[src/rtl/wb_unit.sv]
// wb_unit: writeback stage; retires execute results, waits for and formats LSU load data,
// drives the register file write port and tracks the pending load and sticky load errors.
module wb_unit #(
    parameter int TIMEOUT = 256
) (
    input  logic        clk,
    input  logic        rst_n,
    input  logic        exu_valid,
    output logic        exu_ready,
    input  logic [4:0]  exu_rd,
    input  logic        exu_wen,
    input  logic [31:0] exu_wdata,
    input  logic        exu_is_load,
    input  logic [2:0]  exu_funct3,
    input  logic [1:0]  exu_addr_lo,
    input  logic        lsu_rvalid,
    input  logic [31:0] lsu_rdata,
    output logic        rf_wen,
    output logic [4:0]  rf_waddr,
    output logic [31:0] rf_wdata,
    output logic        commit,
    output logic        pend_valid,
    output logic [4:0]  pend_rd,
    output logic [1:0]  err_code,
    input  logic        err_clr
);
    typedef enum logic {IDLE, WAIT_LOAD} state_t;
    state_t      state;
    logic [15:0] cnt;
    logic        ld_wen;
    logic [2:0]  ld_f3;
    logic [1:0]  ld_lo;
    logic [31:0] lane, ld_data;
    logic        hs, bad_f3, misal, tmo;
    logic [1:0]  new_err;

    assign exu_ready = state == IDLE;
    assign hs        = exu_valid && exu_ready;
    assign bad_f3    = exu_funct3 == 3'b011 || exu_funct3[2:1] == 2'b11;
    assign misal     = (exu_funct3[1:0] == 2'b01 && exu_addr_lo[0]) ||
                       (exu_funct3 == 3'b010 && exu_addr_lo != 2'b00);
    // lsu_rvalid takes priority over a simultaneous timeout
    assign tmo       = state == WAIT_LOAD && !lsu_rvalid && cnt == 16'(TIMEOUT - 1);
    assign lane      = lsu_rdata >> {ld_lo, 3'b000};

    always_comb begin
        new_err = hs && exu_is_load && bad_f3 ? 2'b11 :
                  hs && exu_is_load && misal  ? 2'b01 :
                  tmo                         ? 2'b10 : 2'b00;
        ld_data = ld_f3[1] ? lane :
                  ld_f3[0] ? {{16{~ld_f3[2] & lane[15]}}, lane[15:0]} :
                             {{24{~ld_f3[2] & lane[7]}}, lane[7:0]};
    end

    always_ff @(posedge clk or negedge rst_n) begin
        if (!rst_n) begin
            state      <= IDLE;
            cnt        <= '0;
            ld_wen     <= 1'b0;
            ld_f3      <= '0;
            ld_lo      <= '0;
            rf_wen     <= 1'b0;
            rf_waddr   <= '0;
            rf_wdata   <= '0;
            commit     <= 1'b0;
            pend_valid <= 1'b0;
            pend_rd    <= '0;
            err_code   <= '0;
        end else begin
            rf_wen   <= 1'b0;
            commit   <= 1'b0;
            err_code <= new_err != 2'b00 && (err_code == 2'b00 || err_clr) ? new_err :
                        err_clr ? 2'b00 : err_code;
            if (state == IDLE) begin
                if (hs && !exu_is_load) begin
                    rf_wen   <= exu_wen && exu_rd != 5'd0;
                    rf_waddr <= exu_rd;
                    rf_wdata <= exu_wdata;
                    commit   <= 1'b1;
                end else if (hs && (bad_f3 || misal)) begin
                    commit <= 1'b1;
                end else if (hs) begin
                    ld_wen     <= exu_wen;
                    ld_f3      <= exu_funct3;
                    ld_lo      <= exu_addr_lo;
                    pend_valid <= 1'b1;
                    pend_rd    <= exu_rd;
                    cnt        <= '0;
                    state      <= WAIT_LOAD;
                end
            end else if (lsu_rvalid) begin
                rf_wen     <= ld_wen && pend_rd != 5'd0;
                rf_waddr   <= pend_rd;
                rf_wdata   <= ld_data;
                commit     <= 1'b1;
                pend_valid <= 1'b0;
                state      <= IDLE;
            end else if (tmo) begin
                commit     <= 1'b1;
                pend_valid <= 1'b0;
                state      <= IDLE;
            end else begin
                cnt <= cnt + 16'd1;
            end
        end
    end
endmodule

[config.mk]
export PLATFORM = sky130hd
export DESIGN_NAME = wb_unit
export DESIGN_NICKNAME = d
export VERILOG_FILES = /design/src/rtl/wb_unit.sv
export SDC_FILE = /design/constraint.sdc
export NUM_CORES = 1
export LEC_CHECK = 0
export BUFFER_PORTS_ARGS = -buffer_cell sky130_fd_sc_hd__buf_4
export CORE_UTILIZATION = 45
export DETAILED_ROUTE_END_ITERATION = 12
export GPL_ROUTABILITY_DRIVEN = 1
export PLACE_DENSITY = 0.78
export SETUP_SLACK_MARGIN = 0.5
export SLEW_MARGIN = 10
export SYNTH_ARGS = -nofsm -noshare
export SYNTH_HDL_FRONTEND = slang
export SYNTH_SLANG_ARGS = --single-unit
[constraint.sdc]
create_clock -name clk -period 1.85 [get_ports clk]
set_clock_uncertainty 0.2 [all_clocks]
set_input_delay 0.37 -clock clk [delete_from_list [all_inputs] [get_ports clk]]
set_output_delay 0.37 -clock clk [all_outputs]
set_load 0.01 [all_outputs]
==> impl_metrics.toml, run 1 <==
[status]
status = "did not finish"
haltStage = "5_1_grt"
tool.error = "[ERROR GRT-0232] Routing congestion too high. Check the congestion heatmap in the GUI."

[timing]
grt-worst-endpoint = "cnt[4]$_DFFE_PN0P_/D"
worstEpCategory = "register input"

[global_routing]
grt_use_total = 0.910
grt_overflow_total = 483
grt_start_max_net_pins = 45

[yosys]
synthFlopType = "dfrtp_1"
yosys.area.top_type = "dfrtp_1"
synthAdderAreaFrac = 0.00324
yosysWarnings = 0
synth.avg_cell_area_um2 = 9.03
synth_top_family_by_area = "simple AND/OR/NAND/NOR gates"
ys_seq_elements = 70
yosys.area_share.xor_xnor = 0.0113
muxShareOfSynthArea = 0.0832
syn_nets = 510
synth_cell_types = 47
synth_edf_count = 0
seq_area_frac_synth = 0.453
syn_area_um2 = 3860
synth-simple-area-share = 0.229
synthTopCellsByArea = "dfrtp_1, nand2_1, mux2i_1, a211oi_1, nor2_1"
synth_top_area_frac = 0.453
synthArstFlopShare = 1.00
syn-instance-count = 428
synth_compound_area_frac = 0.184

[floorplanning]
pin_count = 129
die_w_um = 94.7
rows = 33
initial_core_util = 0.468
die_y_um = 94.7

[clock_tree]
cts_made_buffers = 9
cts_root_buf = "clkbuf_8"
clockBufferDepth = 2
cts_max_level = 3
cts_sinks = 70

[placed_design]
placed_area_um2 = 5550
port_buffers = 128
place_congestion = 0.895
place_hpwl_um = 9040
place_ws_ps = -153
per-layer routing:
metal | GRT overflow | track usage
met1 | 0 | 0.838
met2 | 298 | 1.14
met3 | 5 | 0.677
met4 | 180 | 1.12
met5 | 0 | 0.179
synth_stat cells, types with 7 or more instances:
library cell	instances
a211oi_1	23
a21oi_1	28
buf_2	8
clkbuf_1	18
dfrtp_1	70
mux2_2	7
mux2i_1	22
nand2_1	67
nor2_1	46
nor3_1	21
o211ai_1	14
o21ai_0	13
or2_2	11
or4_1	7
metrics by stage:
stage	instances	utilization
2_1_floorplan	428	-
3_3_place_gp	694	0.673
3_5_place_dp	694	0.673
4_1_cts	765	0.865
logic make-up after synthesis:
family          count (synthesis)
flops                          70
compound gates                105
mux                            30
fa+ha+maj                       1
buf+inv                        32
simple gates                  185
xor+xnor                        5
what timing repair did:
| action | in CTS |
|---|---|
| pin swaps | 67 |
| setup endpoints to repair | 118 |
| gates resized for setup | 198 |
| gates cloned | 9 |
| buffers inserted | 45 |
| hold buffers | 1 |
| endpoints found under the hold margin | 26 |
==> run 2: changes to the inputs <==
--- a/config.mk
+++ b/config.mk
@@ -6,11 +6,10 @@
 export NUM_CORES = 1
 export LEC_CHECK = 0
 export BUFFER_PORTS_ARGS = -buffer_cell sky130_fd_sc_hd__buf_4
-export CORE_UTILIZATION = 45
+export CORE_UTILIZATION = 30
 export DETAILED_ROUTE_END_ITERATION = 12
 export GPL_ROUTABILITY_DRIVEN = 1
-export PLACE_DENSITY = 0.78
-export SETUP_SLACK_MARGIN = 0.5
+export PLACE_DENSITY_LB_ADDON = 0.15
 export SLEW_MARGIN = 10
 export SYNTH_ARGS = -nofsm -noshare
 export SYNTH_HDL_FRONTEND = slang
==> constraint.sdc (replaced) <==
create_clock -name clk -period 2.41 [get_ports clk]
set_clock_uncertainty 0.2 [all_clocks]
set_input_delay 0.482 -clock clk [delete_from_list [all_inputs] [get_ports clk]]
set_output_delay 0.482 -clock clk [all_outputs]
set_load 0.01 [all_outputs]
==> run 2 against run 1 <==
  * Area after synthesis unchanged
  * The flow now finishes without violations
  * Synthesized cell count stayed put
==> impl_metrics.toml, run 2 <==
[layout]
final_common_cell = "buf_4"
layout-drive-gt1-share = 0.332
num_antenna_cells = 0
areaGrowthSynthToFinish_pct = 39.2
final_cell_mix = "buf_4, dfrtp_1, nand2_1"
largest_register_ffs = 32
finalNetCount = 638
fill_cells = 1249
top_regs = "rf_wdata: 32 flops, cnt: 16 flops"
top_register = "rf_wdata"
utilization = 0.428

[global_routing]
grt_pass1_vias = 3549
grt_busiest_layer = "met2"
grt_pass1_wl_um = 18900
antenna_found_initial = 0
grt_use_total = 0.188
grt_start_max_net_pins = 43
gr-usage-met1 = 0.249
grt_overflow_total = 0
grtUsageMet3 = 0.0314
use_met2 = 0.302

[yosys]
synth_compound_area_frac = 0.184
synth.avg_cell_area_um2 = 9.03
syn-instance-count = 428
synth_top_area_frac = 0.453
synth_most_common_cell = "dfrtp_1"
synth-simple-area-share = 0.229
yosys.area.top_type = "dfrtp_1"
yosys.area_share.xor_xnor = 0.0113
synthFlopType = "dfrtp_1"
synth_edf_count = 0
synthArstFlopShare = 1.00
synth_cell_types = 47
synthTopCellsByCount = "dfrtp_1, nand2_1, nor2_1"
synthTopCellsByArea = "dfrtp_1, nand2_1, mux2i_1, a211oi_1, nor2_1"
syn_nets = 510
ys_seq_elements = 70
syn_area_um2 = 3860
muxShareOfSynthArea = 0.0832
synth_top_family_by_area = "simple AND/OR/NAND/NOR gates"
synthAdderAreaFrac = 0.00324
seq_area_frac_synth = 0.453
yosysWarnings = 0

[drt]
routedWlPerCell_um = 16.6
drtIter0Drc = 218
remaining_drc_errors = 0
drtPass1Iterations = 4
ant_nets = 0
routed_wl_um = 12200
num_vias = 3680
via_per_inst = 5.02

[placed_design]
place_congestion = 0.874
place_hpwl_um = 9070
port_buffers = 128

[clock_tree]
cts_made_buffers = 9
cts_tree = "built"
clk_latency_ps = 330
cts_root_buf = "clkbuf_16"
cts_max_level = 3
clockBufferDepth = 2
clk_pin_slew_ps = 60
cts_resized = 0
cts_sinks = 70

[hold_path]
hp-class = "primary input to register"

[floorplanning]
die_w_um = 115
rows = 41
die_y_um = 115
initial_core_util = 0.307
fp.dieArea_um2 = 13300
core_area_um2 = 12600
pin_count = 129

[critical_path]
critPathMaxFanout = 15
cp-end-kind = "primary output"
arrival_ps = 1590
critPathRequiredTime_ps = 1730
rrSetupSlack_ps = 220
critical_path_class = "register to primary output"
cp-start-kind = "register"

[timing]
max_freq_mhz = 440
drv_slew = 0
rsz0062_at_grt = "no"
worstMarginPinSlew_ps = 937
period_needed_ps = 2270
finalSetupViolCount = 0
period_share = 0.943
maxSlewHeadroom = 0.374
final.setup.tns_ps = 0
hold_violations = 0

[power]
vdd_ir_drop_max_uv = 332
cellPowerDensity_nw_per_um2 = 788
leakagePower_nw = 2.37

[status]
status = "finished, final reports clean"

[job]
drv_cap = 0
run 2: cell counts after synthesis:
No cell type changed its count.
run 2: cell families (layout without fill, tap and decap cells):
| family | after synthesis | after routing |
|---|---|---|
| xor+xnor | 5 | 5 |
| compound gates | 105 | 105 |
| fa+ha+maj | 1 | 1 |
| simple gates | 185 | 185 |
| buf+inv | 32 | 165 |
| flops | 70 | 70 |
| mux | 30 | 30 |
run 2: path summary, 6_finish.rpt:
check | start | to | depth (start not counted)
min in group asynchronous | rst_n | rf_waddr[4] | 2
max | state | exu_ready | 3
min reg2reg | rf_waddr[1] | rf_waddr[1] | 2
max reg2reg | cnt[0] | cnt[7] | 6
max in group asynchronous | rst_n | rf_wdata[0] | 3
min | exu_addr_lo[1] | ld_lo[1] | 3
run 2: layout make-up:
| cell class | instances | area [um^2] | share of cell area |
|---|---|---|---|
| Multi-Input combinational cell | 326 | 1980 | 0.368 |
| Sequential cell | 70 | 1750 | 0.326 |
| Timing Repair Buffer | 145 | 1120 | 0.207 |
| Clock buffer | 10 | 239 | 0.0444 |
| Tap cell | 172 | 215 | 0.0400 |
| Clock inverter | 6 | 61.3 | 0.0114 |
| Inverter | 4 | 15.0 | 0.00279 |
run 2: what timing repair did:
action                                  in CTS  in global routing
endpoints found under the setup margin       0                  0
buffers inserted                             0                  0
hold endpoints to repair                    32                  0
hold buffers                                 1                  0
run 2: metal layers:
metal / up-vias / share of wire
met1: 1765 / 0.46
li1: 1803 / -
met4: 0 / 0.025
met3: 18 / 0.044
met2: 94 / 0.47
met5: - / 0
run 2: metrics by stage:
step	power, mW	worst slack [ps]	cells	instance area, um^2	hold WS (ps)
global route	4.48	50.2	733	5380	159
CTS	4.29	127	733	5380	150
detailed placement	2.93	85.8	716	5070	269
global placement	2.91	152	716	5070	265
finish	4.24	137	733	5380	167
floorplan	2.26	367	428	3860	-13.6
run 2: critical path, cell delays in order, from the launching register on:
cell and delay [ps]:
dfrtp_1 460, buf_4 200, inv_1 390, buf_4 220
run 2: power by group:
part	internal [mW]	switching (mW)
sequential	1.41	0.174
clock	0.825	0.509
combinational	0.653	0.667
Note: power is estimated with default switching activity, not from simulation.
